`src/rtl/alu_issue_seq_pkg.sv`:
```
// Shared definitions for the alu issue sequencer and the alu: opcodes, FSM states, legality check.
package alu_issue_seq_pkg;

   localparam int OPW = 3;

   typedef enum logic [OPW-1:0] {
      OP_PLUS   = 3'd0,
      OP_MINUS  = 3'd1,
      OP_AND    = 3'd2,
      OP_OR     = 3'd3,
      OP_NEGATE = 3'd4
   } alu_op_e;

   typedef enum logic {
      ST_IDLE = 1'b0,
      ST_EXEC = 1'b1
   } seq_state_e;

   // Opcodes above OP_NEGATE have no alu function and are reported as errors.
   function automatic logic op_is_legal(input logic [OPW-1:0] op);
      return op <= OP_NEGATE;
   endfunction

endpackage

```
`src/rtl/alu_seq_regfile.sv`:
```
// NREG x DW register file: three asynchronous read ports, one synchronous write port, sync active-low clear.
module alu_seq_regfile #(
   parameter int DW = 8,
   parameter int AW = 3
) (
   input  logic          clk,
   input  logic          rst_n,
   input  logic          we,
   input  logic [AW-1:0] waddr,
   input  logic [DW-1:0] wdata,
   input  logic [AW-1:0] raddr0,
   input  logic [AW-1:0] raddr1,
   input  logic [AW-1:0] raddr2,
   output logic [DW-1:0] rdata0,
   output logic [DW-1:0] rdata1,
   output logic [DW-1:0] rdata2
);

   localparam int NREG = 2 ** AW;

   logic [DW-1:0] mem_q [NREG];

   genvar gi;
   generate
      for (gi = 0; gi < NREG; gi++) begin : g_entry
         logic [DW-1:0] mem_d;

         always_comb begin
            mem_d = mem_q[gi];
            if (we && (waddr == AW'(gi))) begin
               mem_d = wdata;
            end
         end

         always_ff @(posedge clk) begin
            if (!rst_n) begin
               mem_q[gi] <= '0;
            end else begin
               mem_q[gi] <= mem_d;
            end
         end
      end
   endgenerate

   assign rdata0 = mem_q[raddr0];
   assign rdata1 = mem_q[raddr1];
   assign rdata2 = mem_q[raddr2];

endmodule

```
`src/rtl/alu_issue_seq.sv`:
```
// Issue sequencer feeding the combinational alu: reads operands, registers them, writes the result back.
// Optional zero_flag output is enabled by defining ALU_SEQ_ZERO_FLAG_EN.
module alu_issue_seq
   import alu_issue_seq_pkg::*;
#(
   parameter int DW = 8,
   parameter int AW = 3
) (
   input  logic           clk,
   input  logic           rst_n,
   input  logic           in_valid,
   output logic           in_ready,
   input  logic [2:0]     in_op,
   input  logic [AW-1:0]  in_rd,
   input  logic [AW-1:0]  in_rs1,
   input  logic [AW-1:0]  in_rs2,
   input  logic           ld_valid,
   output logic           ld_ready,
   input  logic [AW-1:0]  ld_addr,
   input  logic [DW-1:0]  ld_data,
   output logic [2:0]     alu_opcode,
   output logic [DW-1:0]  alu_a,
   output logic [DW-1:0]  alu_b,
   input  logic [DW-1:0]  alu_out,
   output logic           done,
   output logic [DW-1:0]  result,
   output logic           err,
`ifdef ALU_SEQ_ZERO_FLAG_EN
   output logic           zero_flag,
`endif
   input  logic [AW-1:0]  dbg_addr,
   output logic [DW-1:0]  dbg_data
);

   seq_state_e     state_q, state_d;
   logic [OPW-1:0] alu_opcode_q, alu_opcode_d;
   logic [DW-1:0]  alu_a_q, alu_a_d;
   logic [DW-1:0]  alu_b_q, alu_b_d;
   logic [AW-1:0]  rd_q, rd_d;
   logic [DW-1:0]  result_q, result_d;
   logic           done_q, done_d;
   logic           err_q, err_d;
`ifdef ALU_SEQ_ZERO_FLAG_EN
   logic           zero_flag_q, zero_flag_d;
`endif

   logic           wr_en;
   logic [AW-1:0]  wr_addr;
   logic [DW-1:0]  wr_data;
   logic [DW-1:0]  rs1_data;
   logic [DW-1:0]  rs2_data;

   alu_seq_regfile #(
      .DW (DW),
      .AW (AW)
   ) u_rf (
      .clk    (clk),
      .rst_n  (rst_n),
      .we     (wr_en),
      .waddr  (wr_addr),
      .wdata  (wr_data),
      .raddr0 (in_rs1),
      .raddr1 (in_rs2),
      .raddr2 (dbg_addr),
      .rdata0 (rs1_data),
      .rdata1 (rs2_data),
      .rdata2 (dbg_data)
   );

   assign in_ready = (state_q == ST_IDLE) && rst_n;
   // An instruction always takes priority over a load presented in the same cycle.
   assign ld_ready = (state_q == ST_IDLE) && !in_valid && rst_n;

   always_comb begin
      state_d      = state_q;
      alu_opcode_d = alu_opcode_q;
      alu_a_d      = alu_a_q;
      alu_b_d      = alu_b_q;
      rd_d         = rd_q;
      result_d     = result_q;
      done_d       = 1'b0;
      err_d        = 1'b0;
`ifdef ALU_SEQ_ZERO_FLAG_EN
      zero_flag_d  = zero_flag_q;
`endif
      wr_en        = 1'b0;
      wr_addr      = ld_addr;
      wr_data      = ld_data;

      case (state_q)
         ST_IDLE: begin
            if (in_valid) begin
               if (op_is_legal(in_op)) begin
                  alu_opcode_d = in_op;
                  alu_a_d      = rs1_data;
                  alu_b_d      = rs2_data;
                  rd_d         = in_rd;
                  state_d      = ST_EXEC;
               end else begin
                  err_d = 1'b1;
               end
            end else if (ld_valid) begin
               wr_en = 1'b1;
            end
         end
         ST_EXEC: begin
            // The alu is combinational on the registered operands, so its output is valid here.
            wr_en       = 1'b1;
            wr_addr     = rd_q;
            wr_data     = alu_out;
            result_d    = alu_out;
            done_d      = 1'b1;
`ifdef ALU_SEQ_ZERO_FLAG_EN
            zero_flag_d = (alu_out == '0);
`endif
            state_d     = ST_IDLE;
         end
         default: state_d = ST_IDLE;
      endcase
   end

   always_ff @(posedge clk) begin
      if (!rst_n) begin
         state_q      <= ST_IDLE;
         alu_opcode_q <= '0;
         alu_a_q      <= '0;
         alu_b_q      <= '0;
         rd_q         <= '0;
         result_q     <= '0;
         done_q       <= 1'b0;
         err_q        <= 1'b0;
`ifdef ALU_SEQ_ZERO_FLAG_EN
         zero_flag_q  <= 1'b0;
`endif
      end else begin
         state_q      <= state_d;
         alu_opcode_q <= alu_opcode_d;
         alu_a_q      <= alu_a_d;
         alu_b_q      <= alu_b_d;
         rd_q         <= rd_d;
         result_q     <= result_d;
         done_q       <= done_d;
         err_q        <= err_d;
`ifdef ALU_SEQ_ZERO_FLAG_EN
         zero_flag_q  <= zero_flag_d;
`endif
      end
   end

   assign alu_opcode = alu_opcode_q;
   assign alu_a      = alu_a_q;
   assign alu_b      = alu_b_q;
   assign done       = done_q;
   assign result     = result_q;
   assign err        = err_q;
`ifdef ALU_SEQ_ZERO_FLAG_EN
   assign zero_flag  = zero_flag_q;
`endif

endmodule
```
`config.mk`:
```
export PLATFORM = sky130hd
export DESIGN_NAME = alu_issue_seq
export DESIGN_NICKNAME = d
export VERILOG_FILES = /design/src/rtl/alu_issue_seq_pkg.sv /design/src/rtl/alu_seq_regfile.sv /design/src/rtl/alu_issue_seq.sv
export SDC_FILE = /design/constraint.sdc
export NUM_CORES = 1
export LEC_CHECK = 0
export CORE_AREA = 2 2 105 97
export CTS_BUF_LIST = sky130_fd_sc_hd__clkbuf_16
export DETAILED_ROUTE_END_ITERATION = 8
export DIE_AREA = 0 0 107 99
export GPL_TIMING_DRIVEN = 0
export PLACE_DENSITY = 0.81
export SLEW_MARGIN = 20
export SYNTH_ARGS = -nofsm -noshare
export SYNTH_HDL_FRONTEND = slang
export SYNTH_SLANG_ARGS = --single-unit
```
`constraint.sdc`:
```
create_clock -name clk -period 6 [get_ports clk]
set_input_delay 0.6 -clock clk [delete_from_list [all_inputs] [get_ports clk]]
set_output_delay 0.6 -clock clk [all_outputs]
set_load 0.02 [all_outputs]
```
# ---- Word-level counts from Yosys, hierarchy flattened
# Memory sizes are Yosys's and may differ from the RTL's. A register that Yosys moved wholly into a read port is not among the register bits.
# Index checks and enable logic that the tools add are counted.
# W data, S select, Z words.
dict set report word_totals {
  mem_count 1
  regBits 17
  word_cells 87
  latchBits 0
  ram_bits 64
  romBits 0
  out_inout_bits 39
  inputBits 38
}
# name depth word_bits rd rd_ports_with_merged_regs wr line
set memory_table {}
lappend memory_table {u_rf.mem_q 8 8 3 2 8 alu_seq_regfile.sv:21} ;# logic [DW-1:0] mem_q [NREG];
dict set report classes {
  n_div 0
  n_mux 28
  eq_ne 15
  n_reduce_logical 25
  shift 0
  n_mul 0
  n_lt_le_gt_ge 1
  addsub 0
  bitwise 11
}
# cell count
set ops {}
lappend ops {{$mux W8} 17}
lappend ops {{$reduce_and A2 Y1} 8}
lappend ops {{$eq A3 B3 Y1 const B} 4}
lappend ops {{$logic_and A1 B1 Y1} 11}
lappend ops {{$mux W1} 8}
lappend ops {{$ne A1 B1 Y1 const B} 8}
lappend ops {{$or A1 B1 Y1} 8}
lappend ops {{$eq A3 B2 Y1 const B} 2}
lappend ops {{$pmux W1 S2} 2}
lappend ops {{$eq A3 B1 Y1 const B} 1}
lappend ops {{$le A3 B3 Y1 const B} 1}
lappend ops {{$logic_not A1 Y1} 3}
lappend ops {{$logic_not A3 Y1} 1}
lappend ops {{$mux W3} 1}
lappend ops {{$not A1 Y1} 3}
lappend ops {{$reduce_and A3 Y1} 1}
lappend ops {{$reduce_or A3 Y1} 1}

# ---- Longest topological paths before layout
# Gate-level depths: netlist (run 1).
dict set report depth {
  ltp_word 7
  depth_mapped 5
  ltp_nobuf 3
}

# ---- Modules after synthesis
# From an unflattened synthesis (run 1), not the netlist that was laid out.
dict set report unflattened {
  hier_cells 418
  hier_area_um2 5521.5
}
# mod cells_each seq_area_each_um2 area_each_um2 instances
set by_module_without_submodules {}
lappend by_module_without_submodules {alu_seq_regfile 254 1921.8 4075.2 1}
lappend by_module_without_submodules {alu_issue_seq 164 660.6 1446.4 1}

# ---- Least setup slack after synthesis (run 1)
# No wires, ideal clock.
dict set report synth_path {
  path_type {input-to-output}
  startpoint {input dbg_addr[0]}
  endpoint {output dbg_data[4]}
  required_ns 5.400
  setup_slack_ns 3.659
  t_arrival_ns 1.741
  n_path_buf 2
  stages 4
  cell_sequence {buf_6 -> buf_6 -> mux4_1 -> mux2_2}
}
dict set report synth_via {
  elab_chain_cells 1
}
# element line
set synth_rtl {}
lappend synth_rtl {{start: declaration} alu_issue_seq.sv:31} ;# input logic [AW-1:0] dbg_addr,
lappend synth_rtl {{$mem_v2 Z8 W8} -}
lappend synth_rtl {{end: declaration} alu_issue_seq.sv:32} ;# output logic [DW-1:0] dbg_data
# No other way between the ends.

# ---- Final worst setup path (run 1)
dict set report layout_path {
  startpoint {input dbg_addr[1]}
  endpoint {output dbg_data[0]}
}
# The elaborated chain is that of the path after synthesis.

==> flow_summary.ini, run 1 <==
[global_routing]
grt_use_met3_pct = 5.622
antenna_found_initial = 0
met1_track_usage_gr_pct = 38.69
grt_overflow = 0
global_route.peak_usage_layer = met2
grt_start_max_net_pins = 19
first_global_vias = 4041
grt_first_pass_wirelength_um = 22200
gr-usage-met2_pct = 44.05
track_usage_pct = 27.78

[sta]
timing_worst_slew_pin_value_ns = 0.8884
final-max-slew-violation-count = 0
setup_violations = 0
rsz_0062_raised_after_global_routing = no
max_clock_freq_ghz = 0.3277
hold_viol_final = 0
setup_tns_ns = 0
clock_skew_ns = 0.007115
post-route-period-util_pct = 50.87
timing.max_slew.rel_slack_pct = 40.37
final_period_minus_worst_setup_slack_ns = 3.052

[placement]
dpl.hpwl_um = 10750
finalWeightedCongestion = 0.9215
buffer_ports.inserted = 70
dpl-instance-area_mm2 = 0.006113

[clock_network]
tritoncts_num_sinks = 97
ctsResizeCount = 0
post_cts.repair.setup_buffers = 0
number_of_buffers_created_by_cts = 9
clock_pin_slew_worst_setup_and_hold_paths_ns = 0.07
clock_latency_of_the_later_clocked_register_in_the_worst_skew_pair_ns = 0.34
cts-root-to-sink-buffers = 2
cts_htree_levels = 3
tritoncts = built
cts-root-buf = sky130_fd_sc_hd__clkbuf_16
post_cts_hold_buffer_count = 0

[final_layout]
fin_nets = 557
fraction_of_final_layout_cells_with_drive_strength_greater_than_1_pct = 12.40
final_util_pct = 67.70
fin_area_mm2 = 0.006422
area_growth_syn_to_layout_pct = 22.21
insertedDiodeCount = 0

[setup_path]
cp-end-kind = output port
cp_data_required_time_ns = 5.40
worstSetupEndpoint = dbg_data[0]
path_buf_inv = 3
r2r-start = state_q
cpPeakStageDelay_ns = 0.54
crit_path_max_fanout = 10
timing.critical_path.max_delay_family = buffers and inverters
crit_cells = 5
worst_ep_arrival_time_ns = 2.45
worstSetupStartpointType = input pin
critical_path.slowest_cell = sky130_fd_sc_hd__clkdlybuf4s50_1
worstRegToRegCells = 4
setup.reg_to_reg.worst_slack_ns = 3.75
critical_path.cell_chain = clkbuf_1 -> buf_2 -> mux4_2 -> mux2_2 -> clkdlybuf4s50_1
timing_worst_setup_path_type = in2out
r2r-end = u_rf.mem_q[1][0]
worstSetupStartpoint = dbg_addr[1]

[routing]
ant_nets = 0
wl_um = 14070
detailed_route_vias_per_instance = 6.334
drc_errors = 0
vias = 4117
detailedRoute.firstPassIterationCount = 5
detailedRoute.firstIterationViolations = 450
drt-wirelength-per-cell_um = 21.65

[floorplanning]
design.die.area_mm2 = 0.01059
placement_rows = 34
core_footprint_mm2 = 0.009487
dieWidth_um = 107
pin_count = 77
initial_core_util_pct = 55.39
die_height_um = 99

[synthesis]
postSynthNetCount = 476
synth_area_mm2 = 0.005255
synth.ff_latch_count = 97
post-synth-top-area-fraction_pct = 36.57
synthDominantAreaCellType = sky130_fd_sc_hd__edfxtp_1
netlist_instances = 438
synthTopCellsByArea = sky130_fd_sc_hd__edfxtp_1 37%, sky130_fd_sc_hd__mux2i_1 15%, sky130_fd_sc_hd__dfxtp_1 13%, sky130_fd_sc_hd__nor2_1 5.7%, sky130_fd_sc_hd__mux4_2 4.7%
post_synth.cell_area_avg_um2 = 12.00
seq_area_frac_synth_pct = 49.14
syn_warnings = 0
synth_cell_types = 38

[power_and_ir_drop]
power.total_mw = 1.663
power.ir.vdd_worst_mv = 0.1755
p_leak_nw = 2.532
p_per_area_mw_per_mm2 = 259.0

[hold_path]
worstHoldPathType = reg2reg
timing.hold.worst_path_depth = 2

[job]
max-cap-violations = 0

[run_status]
run_status = finished clean
## cell type report
cell class | instances | area [um2]
buffer | 31 | 156.4
clock buffer | 9 | 225.2
clock inverter | 7 | 83.83
fill | 717 | 3064
inverter | 1 | 3.754
multi-input combinational | 309 | 2512
sequential | 97 | 2582
tap | 126 | 157.7
timing repair buffer | 70 | 700.7
## where the power goes
part	switching [mW]	internal, mW	total (mW)
clock	0.273	0.332	0.605
sequential	0.0298	0.748	0.778
combinational	0.149	0.132	0.281
## cells in the mapped netlist
master / n
sky130_fd_sc_hd__a21o_1: 16
sky130_fd_sc_hd__a21oi_1: 6
sky130_fd_sc_hd__and2_1: 1
sky130_fd_sc_hd__and2_2: 1
sky130_fd_sc_hd__and2b_1: 2
sky130_fd_sc_hd__and3_1: 2
sky130_fd_sc_hd__and3b_1: 3
sky130_fd_sc_hd__and4bb_2: 1
sky130_fd_sc_hd__buf_1: 3
sky130_fd_sc_hd__buf_2: 11
sky130_fd_sc_hd__buf_4: 3
sky130_fd_sc_hd__buf_6: 2
sky130_fd_sc_hd__clkbuf_1: 12
sky130_fd_sc_hd__clkinv_1: 1
sky130_fd_sc_hd__dfxtp_1: 33
sky130_fd_sc_hd__edfxtp_1: 64
sky130_fd_sc_hd__mux2_2: 8
sky130_fd_sc_hd__mux2i_1: 78
sky130_fd_sc_hd__mux4_1: 6
sky130_fd_sc_hd__mux4_2: 11
sky130_fd_sc_hd__nand2_1: 4
sky130_fd_sc_hd__nand2_2: 1
sky130_fd_sc_hd__nand2b_1: 5
sky130_fd_sc_hd__nand3_1: 3
sky130_fd_sc_hd__nor2_1: 80
sky130_fd_sc_hd__nor2b_1: 1
sky130_fd_sc_hd__nor3_1: 3
sky130_fd_sc_hd__nor3b_1: 3
sky130_fd_sc_hd__nor3b_2: 1
sky130_fd_sc_hd__nor4b_4: 1
sky130_fd_sc_hd__o21a_1: 1
sky130_fd_sc_hd__o21ai_0: 13
sky130_fd_sc_hd__o21ai_1: 1
sky130_fd_sc_hd__o221ai_1: 1
sky130_fd_sc_hd__o221ai_2: 7
sky130_fd_sc_hd__o22ai_1: 31
sky130_fd_sc_hd__o311a_1: 16
sky130_fd_sc_hd__or2_2: 2
## through the flow
stage               std cells  hold WS (ns)  setup slack, ns
CTS                       650        0.4821            2.965
global route              650        0.5157            2.914
finish                    650        0.4853            2.948
detailed placement        634        0.4675            2.772
global placement          634        0.4677            2.665
floorplan                 438        0.4579            3.659
## state kept, by name (all words and copies together), names as in the netlist
signal and flops:
alu_a 8, alu_b 8, alu_opcode 3, done 1
err 1, rd_q 3, result 8, state_q 1
u_rf.mem_q 64
## kinds of logic (layout without fill, tap and decap cells)
| kind of cell | after synthesis | count (layout) | synth area share [%] |
|---|---|---|---|
| AOI/OAI and AO/OA | 92 | 92 | 13.24 |
| buffers and inverters | 32 | 118 | 3.047 |
| DFF | 97 | 97 | 49.14 |
| muxes | 103 | 103 | 24.29 |
| and+or+nand+nor | 114 | 114 | 10.29 |
## layout by cell type, fill, tap and decap left out, types with 2 or more instances in the layout
master | netlist | layout
sky130_fd_sc_hd__o21ai_0 | 13 | 5
sky130_fd_sc_hd__or2_2 | 2 | 2
sky130_fd_sc_hd__nand2b_1 | 5 | 5
sky130_fd_sc_hd__edfxtp_1 | 64 | 64
sky130_fd_sc_hd__o311a_1 | 16 | 16
sky130_fd_sc_hd__nand3_1 | 3 | 3
sky130_fd_sc_hd__buf_2 | 11 | 11
sky130_fd_sc_hd__a21o_1 | 16 | 16
sky130_fd_sc_hd__mux4_2 | 11 | 11
sky130_fd_sc_hd__inv_6 | 0 | 3
sky130_fd_sc_hd__mux2i_1 | 78 | 78
sky130_fd_sc_hd__o22ai_1 | 31 | 31
sky130_fd_sc_hd__mux2_2 | 8 | 8
sky130_fd_sc_hd__clkdlybuf4s50_1 | 0 | 70
sky130_fd_sc_hd__nor3_1 | 3 | 3
sky130_fd_sc_hd__mux4_1 | 6 | 6
sky130_fd_sc_hd__buf_1 | 3 | 3
sky130_fd_sc_hd__nand2_1 | 4 | 4
sky130_fd_sc_hd__buf_6 | 2 | 2
sky130_fd_sc_hd__o221ai_2 | 7 | 7
sky130_fd_sc_hd__and3b_1 | 3 | 3
sky130_fd_sc_hd__a21oi_1 | 6 | 6
sky130_fd_sc_hd__nor3b_1 | 3 | 3
sky130_fd_sc_hd__clkbuf_1 | 12 | 12
sky130_fd_sc_hd__o21ai_1 | 1 | 9
sky130_fd_sc_hd__and3_1 | 2 | 2
sky130_fd_sc_hd__clkbuf_16 | 0 | 9
sky130_fd_sc_hd__dfxtp_1 | 33 | 33
sky130_fd_sc_hd__and2b_1 | 2 | 2
sky130_fd_sc_hd__nor2_1 | 80 | 80
sky130_fd_sc_hd__buf_4 | 3 | 3
## tightest hold or removal path, stage by stage (launching register included)
cell and delay (ns):
sky130_fd_sc_hd__dfxtp_1 0.31, sky130_fd_sc_hd__o21ai_0 0.07, sky130_fd_sc_hd__a21oi_1 0.06
## worst min path at each step
stage / start / to / slack [ns]
finish: alu_opcode[0] / alu_opcode[0] / 0.49
global route: alu_opcode[1] / alu_opcode[1] / 0.52
CTS: alu_opcode[0] / alu_opcode[0] / 0.48
detailed placement: alu_opcode[0] / alu_opcode[0] / 0.47
global placement: alu_opcode[0] / alu_opcode[0] / 0.47
floorplan: rd_q[2] / rd_q[2] / 0.46
## layer usage
metal / vias to the layer above / wire (um)
li1: 1866 / -
met5: - / 0
met1: 1968 / 5868
met4: 0 / 216
met3: 21 / 1392
met2: 262 / 6593
Power figures use the tool's default switching activity.
==> run 2: changes to the inputs <==
--- a/config.mk
+++ b/config.mk
@@ -5,12 +5,12 @@
 export SDC_FILE = /design/constraint.sdc
 export NUM_CORES = 1
 export LEC_CHECK = 0
-export CORE_AREA = 2 2 105 97
+export CORE_AREA = 2 2 113 104
 export CTS_BUF_LIST = sky130_fd_sc_hd__clkbuf_16
 export DETAILED_ROUTE_END_ITERATION = 8
-export DIE_AREA = 0 0 107 99
+export DIE_AREA = 0 0 115 106
 export GPL_TIMING_DRIVEN = 0
-export PLACE_DENSITY = 0.81
+export PLACE_DENSITY = 0.74
 export SLEW_MARGIN = 20
 export SYNTH_ARGS = -nofsm -noshare
 export SYNTH_HDL_FRONTEND = slang
==> constraint.sdc (replaced) <==
create_clock -name clk -period 2.6 [get_ports clk]
set_input_delay 0.26 -clock clk [delete_from_list [all_inputs] [get_ports clk]]
set_output_delay 0.26 -clock clk [all_outputs]
set_load 0.02 [all_outputs]
==> flow_summary.ini, run 2 (synthesized netlist as in run 1, its figures left out) <==
[floorplanning]
initial_core_util_pct = 47.30
pin_count = 77
design.die.area_mm2 = 0.01219
core_footprint_mm2 = 0.01111
dieWidth_um = 115
placement_rows = 37
die_height_um = 106

[global_routing]
track_usage_pct = 23.73
antenna_found_initial = 1
grt_start_max_net_pins = 18
first_global_vias = 3979
grt_first_pass_wirelength_um = 21850
grt_overflow = 0

[setup_path]
crit_path_max_fanout = 3
timing_worst_setup_path_type = reg2out
critical_path.cell_chain = mux4_2 -> mux2_2 -> clkdlybuf4s50_1
cp-end-kind = output port
worstSetupStartpointType = flop
r2r-start = state_q
worst_ep_arrival_time_ns = 2.22
setup.reg_to_reg.worst_slack_ns = 0.36
timing.critical_path.max_delay_family = multiplexers
cp_data_required_time_ns = 2.34
critical_path.slowest_cell = sky130_fd_sc_hd__clkdlybuf4s50_1
worstRegToRegCells = 3
path_buf_inv = 1
r2r-end = u_rf.mem_q[4][4]
cpPeakStageDelay_ns = 0.55

[routing]
wl_um = 14330
detailed_route_vias_per_instance = 6.036
drc_errors = 0
detailedRoute.firstIterationViolations = 380
detailedRoute.firstPassIterationCount = 5
drt-wirelength-per-cell_um = 21.72
ant_nets = 0
vias = 3984

[power_and_ir_drop]
seqPwrFrac_pct = 47.9
p_leak_nw = 2.531
switching_share_pct = 26.84
internal-power_mw = 2.748
p_per_area_mw_per_mm2 = 585.0
netSwitchingPower_mw = 1.008
clock_power_share_pct = 34.9
power.total_mw = 3.756
power.ir.vdd_worst_mv = 0.4032
p_comb_share_pct = 17.2

[clock_network]
number_of_buffers_created_by_cts = 9
cts-root-to-sink-buffers = 2
clock_pin_slew_worst_setup_and_hold_paths_ns = 0.07
cts_htree_levels = 3
tritoncts = built
ctsResizeCount = 0
cts-root-buf = sky130_fd_sc_hd__clkbuf_16
post_cts_hold_buffer_count = 0
tritoncts_num_sinks = 97
clock_latency_of_the_later_clocked_register_in_the_worst_skew_pair_ns = 0.34
post_cts.repair.setup_buffers = 0

[hold_path]
hold_path_startpoint = rst_n
worstHoldPathType = in2reg
timing.hold.worst_path_depth = 3
min_delay_worst_endpoint = rd_q[1]

[final_layout]
max_flop_register = u_rf.mem_q
fraction_of_final_layout_cells_with_drive_strength_greater_than_1_pct = 12.21
largest_reg_flops = 64
area_growth_syn_to_layout_pct = 22.17
fin_nets = 557
insertedDiodeCount = 0
commonest_cells_after_routing_fill_and_taps_aside = 80 x sky130_fd_sc_hd__nor2_1, 78 x sky130_fd_sc_hd__mux2i_1, 70 x sky130_fd_sc_hd__clkdlybuf4s50_1
final_common_cell = sky130_fd_sc_hd__nor2_1
final_util_pct = 57.78

[job]
max-cap-violations = 0

[sta]
rsz_0062_raised_after_global_routing = no
clock_skew_ns = 0.009526
setup_tns_ns = 0
timing.max_slew.rel_slack_pct = 36.49
final_period_minus_worst_setup_slack_ns = 2.481
post-route-period-util_pct = 95.41
setup_violations = 0
final-max-slew-violation-count = 0
timing_worst_slew_pin_value_ns = 0.9464
hold_viol_final = 0
max_clock_freq_ghz = 0.4031

[run_status]
run_status = finished clean

[placement]
finalWeightedCongestion = 0.9245
buffer_ports.inserted = 70
dpl.hpwl_um = 11030
[run 2: routing by layer]
layer,GRT usage [%],vias up,wire length (um)
li1,-,1855,-
met1,31.45,1915,6155
met2,39.16,195,6812
met3,5.701,19,1169
met4,6.196,0,195
met5,0,-,0
[run 2: area by class of cell]
class / count / area [um2]
plain buffers: 31 / 156.4
clock buffers: 10 / 250.2
clock inverters: 6 / 43.79
fillers: 928 / 4691
inverters: 1 / 3.754
multi-input cells: 309 / 2512
flip-flops and latches: 97 / 2582
well taps: 136 / 170.2
repair buffers: 70 / 700.7
[run 2: worst register-to-register path: cells and delay by family (launching register included)]
family | cells | cell delay (ns)
AO/OA/AOI/OAI | 1 | 0.76
AND/OR/NAND/NOR | 2 | 0.66
flip-flops | 1 | 0.45
[run 2: metrics by stage]
stage,cells,hold slack [ns],instance area [um2],setup slack [ns]
2_1_floorplan,438,0.4005,5255,0.6035
3_3_place_gp,644,0.4657,6126,-0.2719
3_5_place_dp,644,0.4676,6126,-0.3174
4_1_cts,660,0.4222,6420,0.03375
5_1_grt,660,0.4616,6420,0.05181
6_report,660,0.4156,6420,0.1193
[run 2: power groups by stage]
stage | logic (mW) | clock network [mW] | registers [mW]
final | 0.646 | 1.31 | 1.80
after global routing | 0.689 | 1.38 | 1.80
after CTS | 0.644 | 1.31 | 1.79
after detailed placement | 0.640 | 0 | 1.83
after global placement | 0.626 | 0 | 1.82
after floorplan | 0.369 | 0 | 1.83
[run 2: worst max-delay path by stage]
| stage | cells after the start | startpoint | endpoint | slack (ns) |
|---|---|---|---|---|
| 3_5_place_dp | 4 | in_valid | u_rf.mem_q[3][5] | -0.32 |
| 2_1_floorplan | 4 | state_q | u_rf.mem_q[2][0] | 0.60 |
| 4_1_cts | 4 | in_valid | u_rf.mem_q[3][1] | 0.03 |
| 6_report | 3 | u_rf.mem_q[3][4] | dbg_data[4] | 0.12 |
| 5_1_grt | 5 | state_q | ld_ready | 0.05 |
| 3_3_place_gp | 4 | in_valid | u_rf.mem_q[0][6] | -0.27 |
==> run 3: changes to the inputs <==
--- a/config.mk
+++ b/config.mk
@@ -10,6 +10,7 @@
 export DETAILED_ROUTE_END_ITERATION = 8
 export DIE_AREA = 0 0 115 106
 export GPL_TIMING_DRIVEN = 0
+export MAX_ROUTING_LAYER = met4
 export PLACE_DENSITY = 0.74
 export SLEW_MARGIN = 20
 export SYNTH_ARGS = -nofsm -noshare
==> flow_summary.ini, run 3 (synthesized netlist as in run 1, its figures left out) <==
[routing]
ant_nets = 0
drt-wirelength-per-cell_um = 20.92
vias = 3921
detailedRoute.firstIterationViolations = 318
detailedRoute.firstPassIterationCount = 5
wl_um = 13800
detailed_route_vias_per_instance = 5.941
drc_errors = 0

[final_layout]
insertedDiodeCount = 0
area_growth_syn_to_layout_pct = 22.07
filler_cell_count = 925
fraction_of_final_layout_cells_with_drive_strength_greater_than_1_pct = 12.40
largest_reg_flops = 64
max_flop_register = u_rf.mem_q
commonest_cells_after_routing_fill_and_taps_aside = 80 x sky130_fd_sc_hd__nor2_1, 78 x sky130_fd_sc_hd__mux2i_1, 70 x sky130_fd_sc_hd__clkdlybuf4s50_1
final_common_cell = sky130_fd_sc_hd__nor2_1
fin_area_mm2 = 0.006415
fin_nets = 557
final_util_pct = 57.74
final-instance-count-excl-fill = 660

[setup_path]
crit_cells = 3
cp-end-kind = output port
worstSetupStartpointType = flop
crit_path_max_fanout = 3
cp_data_required_time_ns = 2.34
cpPeakStageDelay_ns = 0.54
critical_path.cell_chain = mux4_1 -> mux2_2 -> clkdlybuf4s50_1
timing.critical_path.max_delay_family = multiplexers
timing_worst_setup_path_type = reg2out
path_buf_inv = 1
worstRegToRegCells = 3
worst_ep_arrival_time_ns = 2.19
critical_path.slowest_cell = sky130_fd_sc_hd__mux4_1

[clock_network]
tritoncts_num_sinks = 97
number_of_buffers_created_by_cts = 9
clock_latency_of_the_later_clocked_register_in_the_worst_skew_pair_ns = 0.35
tritoncts = built
ctsResizeCount = 0
cts_htree_levels = 3
cts-root-buf = sky130_fd_sc_hd__clkbuf_16
clock_pin_slew_worst_setup_and_hold_paths_ns = 0.07
post_cts.repair.setup_buffers = 0
post_cts_hold_buffer_count = 0
cts-root-to-sink-buffers = 2

[power_and_ir_drop]
power.total_mw = 3.724
p_leak_nw = 2.516
p_per_area_mw_per_mm2 = 580.5
power.ir.vdd_worst_mv = 0.3633

[placement]
dpl-instance-area_mm2 = 0.006126
dpl.hpwl_um = 10930
buffer_ports.inserted = 70
finalWeightedCongestion = 0.9356
dp_cells = 644

[hold_path]
timing.hold.worst_path_depth = 3
worstHoldPathType = in2reg

[global_routing]
grt_start_max_net_pins = 19
antenna_found_initial = 0
grt_first_pass_wirelength_um = 21640
track_usage_pct = 24.29
first_global_vias = 4007
grt_overflow = 0

[sta]
rsz_0062_raised_after_global_routing = no
setup_tns_ns = 0
timing_worst_slew_pin_value_ns = 0.8732
timing.max_slew.rel_slack_pct = 41.40
clock_skew_ns = 0.006196
hold_viol_final = 0
final-max-slew-violation-count = 0
post-route-period-util_pct = 94.05
max_clock_freq_ghz = 0.4089
setup_violations = 0
final_period_minus_worst_setup_slack_ns = 2.445

[run_status]
run_status = finished clean

[job]
max-cap-violations = 0

[floorplanning]
pin_count = 77
initial_core_util_pct = 47.30
core_footprint_mm2 = 0.01111
placement_rows = 37
design.die.area_mm2 = 0.01219
die_height_um = 106
dieWidth_um = 115
## run 3: worst reg2reg max path, delay by kind of cell (launching register included)
kind	cells	cell delay, ns
compound gates	1	0.71
simple gates	2	0.66
flops	1	0.46
## run 3: per-stage QoR
stage                     hold slack [ns]  setup slack, ns
after global routing               0.4379          0.05482
after floorplan                    0.4005           0.6035
after CTS                          0.3950           0.1001
after detailed placement           0.4799          -0.2624
final                              0.3952           0.1546
after global placement             0.4672          -0.2725
## run 3: layer usage
layer  wire length [um]  vias to the layer above  global-route usage (%)
met5                  0                        -                       -
met4                131                        0                   5.077
met3               1085                        9                   5.416
met2               6521                      171                   38.15
met1               6065                     1883                   32.71
li1                   -                     1858                       -
## run 3: path summary, 6_finish.rpt
check / endpoint / slack [ns] / start
hold reg to reg: alu_opcode[1] / 0.49 / alu_opcode[1]
setup reg to reg: u_rf.mem_q[4][7] / 0.40 / state_q
hold / removal: alu_opcode[0] / 0.40 / rst_n
setup / recovery: dbg_data[7] / 0.15 / u_rf.mem_q[2][7]
## run 3: cell type report
type	instances	area (um2)	share of cell area (%)
Clock buffer	9	225.2	3.511
Timing Repair Buffer	70	700.7	10.92
Inverter	1	3.754	0.05851
Buffer	31	156.4	2.438
Clock inverter	7	63.81	0.9947
Tap cell	136	170.2	2.653
Sequential cell	97	2582	40.26
Multi-Input combinational cell	309	2512	39.17
## run 3: power breakdown
part | total, mW | internal [mW] | leakage, nW | switching (mW)
Combinational | 0.642 | 0.304 | 1.45 | 0.338
Clock | 1.29 | 0.665 | 0.133 | 0.622
Sequential | 1.79 | 1.73 | 0.934 | 0.0689
